### config.mk
export PLATFORM = sky130hd
export DESIGN_NAME = fetcher
export DESIGN_NICKNAME = d
export VERILOG_FILES = /design/src/rtl/fetcher_pkg.sv /design/src/rtl/fetch_predecode.sv /design/src/rtl/fetcher.sv
export SDC_FILE = /design/constraint.sdc
export NUM_CORES = 1
export LEC_CHECK = 0
export BUFFER_PORTS_ARGS = -buffer_cell sky130_fd_sc_hd__buf_4
export CORE_ASPECT_RATIO = 0.7
export CORE_MARGIN = 2
export CORE_UTILIZATION = 50
export DETAILED_ROUTE_END_ITERATION = 6
export MAX_ROUTING_LAYER = met4
export PLACE_DENSITY = 0.76
export SETUP_SLACK_MARGIN = 0.5
export SLEW_MARGIN = 20
export SYNTH_ARGS = -nofsm -noshare
export SYNTH_HDL_FRONTEND = slang
export SYNTH_SLANG_ARGS = --single-unit
### constraint.sdc
create_clock -name clk -period 9.1 [get_ports clk]
set_clock_uncertainty 0.1 [all_clocks]
set_input_delay 0.91 -clock clk [delete_from_list [all_inputs] [get_ports clk]]
set_output_delay 0.91 -clock clk [all_outputs]
set_load 0.02 [all_outputs]
### src/rtl/fetcher_pkg.sv
// Shared constants and types for the fetch stage: data width, opcodes and
// compressed-quadrant codes used by predecode, plus the decoder-facing bundle.
package fetcher_pkg;

    localparam int unsigned XLEN = 32;

    localparam logic [6:0] OPC_JAL    = 7'b1101111;
    localparam logic [6:0] OPC_BRANCH = 7'b1100011;
    localparam logic [6:0] OPC_JALR   = 7'b1100111;

    localparam logic [1:0] C_Q1       = 2'b01;
    localparam logic [2:0] C_F3_JAL   = 3'b001;
    localparam logic [2:0] C_F3_J     = 3'b101;
    localparam logic [2:0] C_F3_BEQZ  = 3'b110;
    localparam logic [2:0] C_F3_BNEZ  = 3'b111;

    typedef struct packed {
        logic            valid;
        logic [XLEN-1:0] inst;
        logic [XLEN-1:0] pc;
        logic            is_c;
        logic            pred_taken;
        logic [XLEN-1:0] pred_pc;
    } fet_out_t;

endpackage

### src/rtl/fetch_predecode.sv
// Combinational predecode of the icache hit word: instruction length and
// static next-PC prediction (direct jumps taken, backward branches optionally taken).
module fetch_predecode
    import fetcher_pkg::*;
#(
    parameter bit BACKWARD_TAKEN = 1'b1
) (
    input  logic [XLEN-1:0] inst_i,
    input  logic [XLEN-1:0] pc_i,
    output logic            is_c_o,
    output logic            pred_taken_o,
    output logic [XLEN-1:0] pred_pc_o
);

    logic [XLEN-1:0] imm_j, imm_b, imm_cj, imm_cb, offset, fall_through;
    logic            taken;

    assign imm_j  = {{11{inst_i[31]}}, inst_i[31], inst_i[19:12], inst_i[20],
                     inst_i[30:21], 1'b0};
    assign imm_b  = {{19{inst_i[31]}}, inst_i[31], inst_i[7], inst_i[30:25],
                     inst_i[11:8], 1'b0};
    assign imm_cj = {{20{inst_i[12]}}, inst_i[12], inst_i[8], inst_i[10:9], inst_i[6],
                     inst_i[7], inst_i[2], inst_i[11], inst_i[5:3], 1'b0};
    assign imm_cb = {{23{inst_i[12]}}, inst_i[12], inst_i[6:5], inst_i[2],
                     inst_i[11:10], inst_i[4:3], 1'b0};

    assign is_c_o       = (inst_i[1:0] != 2'b11);
    assign fall_through = pc_i + (is_c_o ? 32'd2 : 32'd4);

    always_comb begin
        taken  = 1'b0;
        offset = '0;
        if (is_c_o) begin
            if (inst_i[1:0] == C_Q1) begin
                case (inst_i[15:13])
                    C_F3_J, C_F3_JAL: begin
                        taken  = 1'b1;
                        offset = imm_cj;
                    end
                    C_F3_BEQZ, C_F3_BNEZ: begin
                        taken  = BACKWARD_TAKEN && inst_i[12];
                        offset = imm_cb;
                    end
                    default: ;
                endcase
            end
        end else begin
            case (inst_i[6:0])
                OPC_JAL: begin
                    taken  = 1'b1;
                    offset = imm_j;
                end
                OPC_BRANCH: begin
                    taken  = BACKWARD_TAKEN && inst_i[31];
                    offset = imm_b;
                end
                // Indirect target unknown here; the ROB redirects on mispredict.
                OPC_JALR: taken = 1'b0;
                default:  ;
            endcase
        end
    end

    assign pred_taken_o = taken;
    assign pred_pc_o    = taken ? (pc_i + offset) : fall_through;

endmodule

### src/rtl/fetcher.sv
// Fetch stage: owns the fetch PC, issues it to the icache every cycle and
// registers one predecoded instruction per hit for the decoder.
module fetcher
    import fetcher_pkg::*;
#(
    parameter logic [XLEN-1:0] RESET_PC       = 32'h0000_0000,
    parameter bit              BACKWARD_TAKEN = 1'b1
) (
    input  logic            clk,
    input  logic            rst,
    input  logic            rdy,
    input  logic            flush,
    input  logic [XLEN-1:0] flush_pc,
    input  logic            stall,
    input  logic            icache_ready,
    input  logic [XLEN-1:0] icache_inst,
    output logic            fet_icache_enable,
    output logic [XLEN-1:0] fet_pc,
    output logic            fet_inst_valid,
    output logic [XLEN-1:0] fet_inst,
    output logic [XLEN-1:0] fet_inst_pc,
    output logic            fet_is_c,
    output logic            fet_pred_taken,
    output logic [XLEN-1:0] fet_pred_pc
);

    logic [XLEN-1:0] pc_q, pc_d;
    logic            en_q, en_d;
    fet_out_t        out_q, out_d;

    logic            pd_is_c, pd_taken;
    logic [XLEN-1:0] pd_pred_pc;

    fetch_predecode #(
        .BACKWARD_TAKEN(BACKWARD_TAKEN)
    ) u_predecode (
        .inst_i       (icache_inst),
        .pc_i         (pc_q),
        .is_c_o       (pd_is_c),
        .pred_taken_o (pd_taken),
        .pred_pc_o    (pd_pred_pc)
    );

    always_comb begin
        pc_d  = pc_q;
        en_d  = en_q;
        out_d = out_q;
        if (flush) begin
            // Fetch addresses are halfword aligned; drop bit 0 of the target.
            pc_d        = flush_pc & ~32'd1;
            en_d        = 1'b1;
            out_d.valid = 1'b0;
        end else if (!stall) begin
            if (en_q && icache_ready) begin
                out_d.valid      = 1'b1;
                out_d.inst       = icache_inst;
                out_d.pc         = pc_q;
                out_d.is_c       = pd_is_c;
                out_d.pred_taken = pd_taken;
                out_d.pred_pc    = pd_pred_pc;
                pc_d             = pd_pred_pc;
            end else begin
                out_d.valid = 1'b0;
            end
        end
    end

    // rdy low freezes everything, including reset.
    always_ff @(posedge clk) begin
        if (rdy) begin
            if (rst) begin
                pc_q  <= RESET_PC;
                en_q  <= 1'b1;
                out_q <= '0;
            end else begin
                pc_q  <= pc_d;
                en_q  <= en_d;
                out_q <= out_d;
            end
        end
    end

    assign fet_icache_enable = en_q;
    assign fet_pc            = pc_q;
    assign fet_inst_valid    = out_q.valid;
    assign fet_inst          = out_q.inst;
    assign fet_inst_pc       = out_q.pc;
    assign fet_is_c          = out_q.is_c;
    assign fet_pred_taken    = out_q.pred_taken;
    assign fet_pred_pc       = out_q.pred_pc;

endmodule

==> out/summary.txt <==
===========================================================================================
Number of design-rule violations left by the first detailed-router iteration            524
Hold_buf cts                                                                              0
Post-detail-place hpwl                                                            15,200 µm
Synth Warn #                                                                              0
Synthesis-stage register bit count                                                      128
CTS clk-pin slew, worst paths                                                       0.06 ns
Clk_lat worst skew                                                                  0.41 ns
Cell accounting for the most synthesized area                                  sky130_fd_sc_hd__edfxtp_1
Mean instance size in the synthesized netlist                                      10.4 µm²
Slowest cell on the critical path                                              sky130_fd_sc_hd__a211oi_1
Leak pwr                                                                            3.80 nW
Starting density of the core                                                          51.5%
Class of the worst hold path                                                     reg -> reg
Syn-to-layout area delta                                                              24.5%
Endpoint class of the critical path                                                    flop
Via Count                                                                             6,161
Type of the setup path with the least slack                                       in -> reg
CTS Sinks                                                                               128
Proportion of layout cells with a drive suffix above 1                                27.7%
Setup TNS Final                                                                        0 ns
Post-layout min period                                                              5.22 ns
Cell area after synthesis                                                          7600 µm²
I/O pin count                                                                           202
Fill cell instance count of the final layout                                          1,239
Number of antenna violations at the first check in global routing                         1
Post-synth top area share                                                             50.6%
Post-layout power                                                                   1.63 mW
TritonCTS clock tree                                                                  built
Largest net degree at the start of global routing                                        71
I/O Buffers                                                                             196
Count of flip-flops with a built-in enable after synthesis                              128
Weighted congestion reported at the end of routability-driven placement               0.942
Pwr Density                                                                      172 nW/µm²
Type of element launching the critical path                                       input pin
Synth area leaders                                                             sky130_fd_sc_hd__edfxtp_1 (51%), sky130_fd_sc_hd__nor2b_1 (5.8%), sky130_fd_sc_hd__ha_1 (4.9%), sky130_fd_sc_hd__a21oi_1 (4.0%), sky130_fd_sc_hd__nor2_1 (3.8%)
Chip width                                                                           151 µm
Final hold vios                                                                           0
Achievable frequency                                                                192 MHz
Cell count after synthesis                                                              734
Residual DRC count                                                                        0
1st-pass router iterations                                                                5
Level count of the clock H-tree                                                           4
Maximum count of clock buffers along a single path                                        2
Post-DP Area                                                                       8920 µm²
Run status                                                                     finished, final reports clean
Top flip-flop cell by instance count after synthesis                           sky130_fd_sc_hd__edfxtp_1
Worst path buffer plus inverter count                                                     1
Fin crit share                                                                        57.3%
Detailed Route WL                                                                 20,900 µm
Congestion Overflow GR                                                                    0
Area enclosed by the die boundary                                                16,200 µm²
Placeable core region                                                            14,800 µm²
Cell class contributing the biggest share of worst-path delay                  compound AO/OA/AOI/OAI gates
Max-cap viol count                                                                        0
Critical path fanouts, max                                                                6
Share of the core filled with cells in the final layout                               64.0%
Register area share after synthesis                                                   50.6%
Remaining number of nets flagged by the antenna check after routing                       0
Worst-case vdd ir drop                                                             0.111 mV
Post-Layout Inst Area                                                              9460 µm²
Crit path arrival time                                                              5.27 ns
Top cell by count, worst path                                                  sky130_fd_sc_hd__a21oi_1
Overall Global Routing Usage                                                          26.3%
Slew of the pin with the lowest slew margin                                        0.919 ns
Pins over their slew limit                                                                0
Cells traversed along the worst timing path                                    buf_4, and2_0, and2_1, nor3b_1, a221o_1, a21oi_1, a21oi_1, ha_1, a211oi_1, o21ai_1, a211oi_1, nor3_1, a21oi_1, nor4_1, a311o_1
Vias in the first global route                                                        5,574
Worst endpoint required time                                                        9.15 ns
Post-synthesis cell type count                                                           71
Detail-routed via count per cell                                                       5.66
Die Ht                                                                               107 µm
Number of post-CTS setup repair buffers                                                   0
Max-Slew Margin vs Limit                                                              38.8%
Std-Cell Rows                                                                            37
Num CTS Buffers                                                                          17
Clock tree root buffer cell                                                    sky130_fd_sc_hd__clkbuf_16
Routed wirelength normalized by instance count                                      19.2 µm
Wire length of the first global-routing pass                                      31,400 µm
Setup repair after global routing missed its margin                                      no
Worst path max stage delay                                                          0.63 ns
Count of final setup violators                                                            0
Post-synth ARST share                                                                    0%
Post-CTS Resized                                                                          0
Net count of the finished layout                                                        981
===========================================================================================
[layout make-up]
type,instances,area [µm²],share of cell area [%]
Clock inverter,15,113,1.19
Clock buffer,17,425,4.50
Multi-Input combinational cell,523,3290,34.8
Antenna cell,1,2.50,0.0265
Inverter,11,41.3,0.437
Sequential cell,128,3840,40.6
Tap cell,195,244,2.58
Timing Repair Buffer,199,1490,15.8
[registers in the layout, indices dropped and copies added (netlist names)]
register,flops
fet_inst_pc,31
fet_inst_valid,1
fet_is_c,1
fet_pred_taken,1
fet_inst,32
fet_pred_pc,31
fet_pc,31
[power by group]
| part | switching, mW | internal (mW) |
|---|---|---|
| registers | 0.0193 | 0.698 |
| logic | 0.172 | 0.114 |
| clock network | 0.274 | 0.350 |
[cells by family after synthesis]
kind of cell | after synthesis | share of synthesized area (%)
compound gates | 174 | 15.0
xor+xnor | 24 | 2.77
fa+ha+maj | 31 | 5.20
buf+inv | 85 | 6.27
flops | 128 | 50.6
mux | 5 | 0.708
other cells | 2 | 0.0988
simple gates | 285 | 19.4
[metrics by stage]
step | hold WS, ns | cells | setup WS (ns)
finish | 0.506 | 1089 | 3.88
global route | 0.542 | 1089 | 3.61
CTS | 0.509 | 1088 | 4.00
detailed placement | 0.502 | 1056 | 3.58
global placement | 0.486 | 1056 | 3.68
floorplan | 0.469 | 736 | 4.51
[cells in the mapped netlist, types with 4 or more instances]
master and instances:
sky130_fd_sc_hd__xor2_1 14, sky130_fd_sc_hd__a31oi_1 4, sky130_fd_sc_hd__a21o_1 13, sky130_fd_sc_hd__o21ai_0 24, sky130_fd_sc_hd__and3_1 9, sky130_fd_sc_hd__xnor2_1 10
sky130_fd_sc_hd__nand3_1 11, sky130_fd_sc_hd__or4_1 4, sky130_fd_sc_hd__buf_4 35, sky130_fd_sc_hd__o21a_1 12, sky130_fd_sc_hd__o211ai_1 7, sky130_fd_sc_hd__o21bai_1 5
sky130_fd_sc_hd__and2_1 11, sky130_fd_sc_hd__o22ai_1 6, sky130_fd_sc_hd__buf_2 7, sky130_fd_sc_hd__a22oi_1 5, sky130_fd_sc_hd__inv_1 11, sky130_fd_sc_hd__nor3b_1 4
sky130_fd_sc_hd__nor2b_1 70, sky130_fd_sc_hd__nor2_1 77, sky130_fd_sc_hd__clkbuf_1 27, sky130_fd_sc_hd__a211oi_1 5, sky130_fd_sc_hd__edfxtp_1 128, sky130_fd_sc_hd__nand2_1 58
sky130_fd_sc_hd__a21oi_1 60, sky130_fd_sc_hd__nand4_1 9, sky130_fd_sc_hd__ha_1 30, sky130_fd_sc_hd__nor4_1 7, sky130_fd_sc_hd__or3_1 7
[path summary, 6_finish.rpt]
path,cells past startpoint,slack (ns),startpoint,to
min,1,0.51,fet_pc[23],fet_inst_pc[23]
max reg2reg,8,5.79,fet_pc[2],fet_pc[20]
max,15,3.88,icache_inst[1],fet_pc[20]
min reg2reg,1,0.51,fet_pc[23],fet_inst_pc[23]
[per-layer routing]
layer	vias up	GRT usage, %	wire length, µm
met5	-	-	0
met4	0	5.14	127
met3	12	6.09	2080
met2	296	35.3	8790
met1	2917	40.5	9920
li1	2936	-	-
[worst register-to-register path: cells and delay by family, from the launching register on]
kind | cells | cell delay, ns
fa+ha+maj | 1 | 0.35
flops | 1 | 0.48
simple gates | 2 | 0.28
compound gates | 5 | 1.86
[cell usage in the layout, fill, tap and decap left out, drive strengths merged, types with 9 or more instances in the layout]
master	count
inv	15
xor2	14
and2	13
nand4	9
ha	30
clkbuf	17
edfxtp	128
o21a	12
o21ai	27
nand2	58
nor2b	70
nor2	77
buf	199
a21o	13
and3	9
a21oi	62
nand3	12
xnor2	10
No activity file was read; power rests on OpenSTA's default activity.
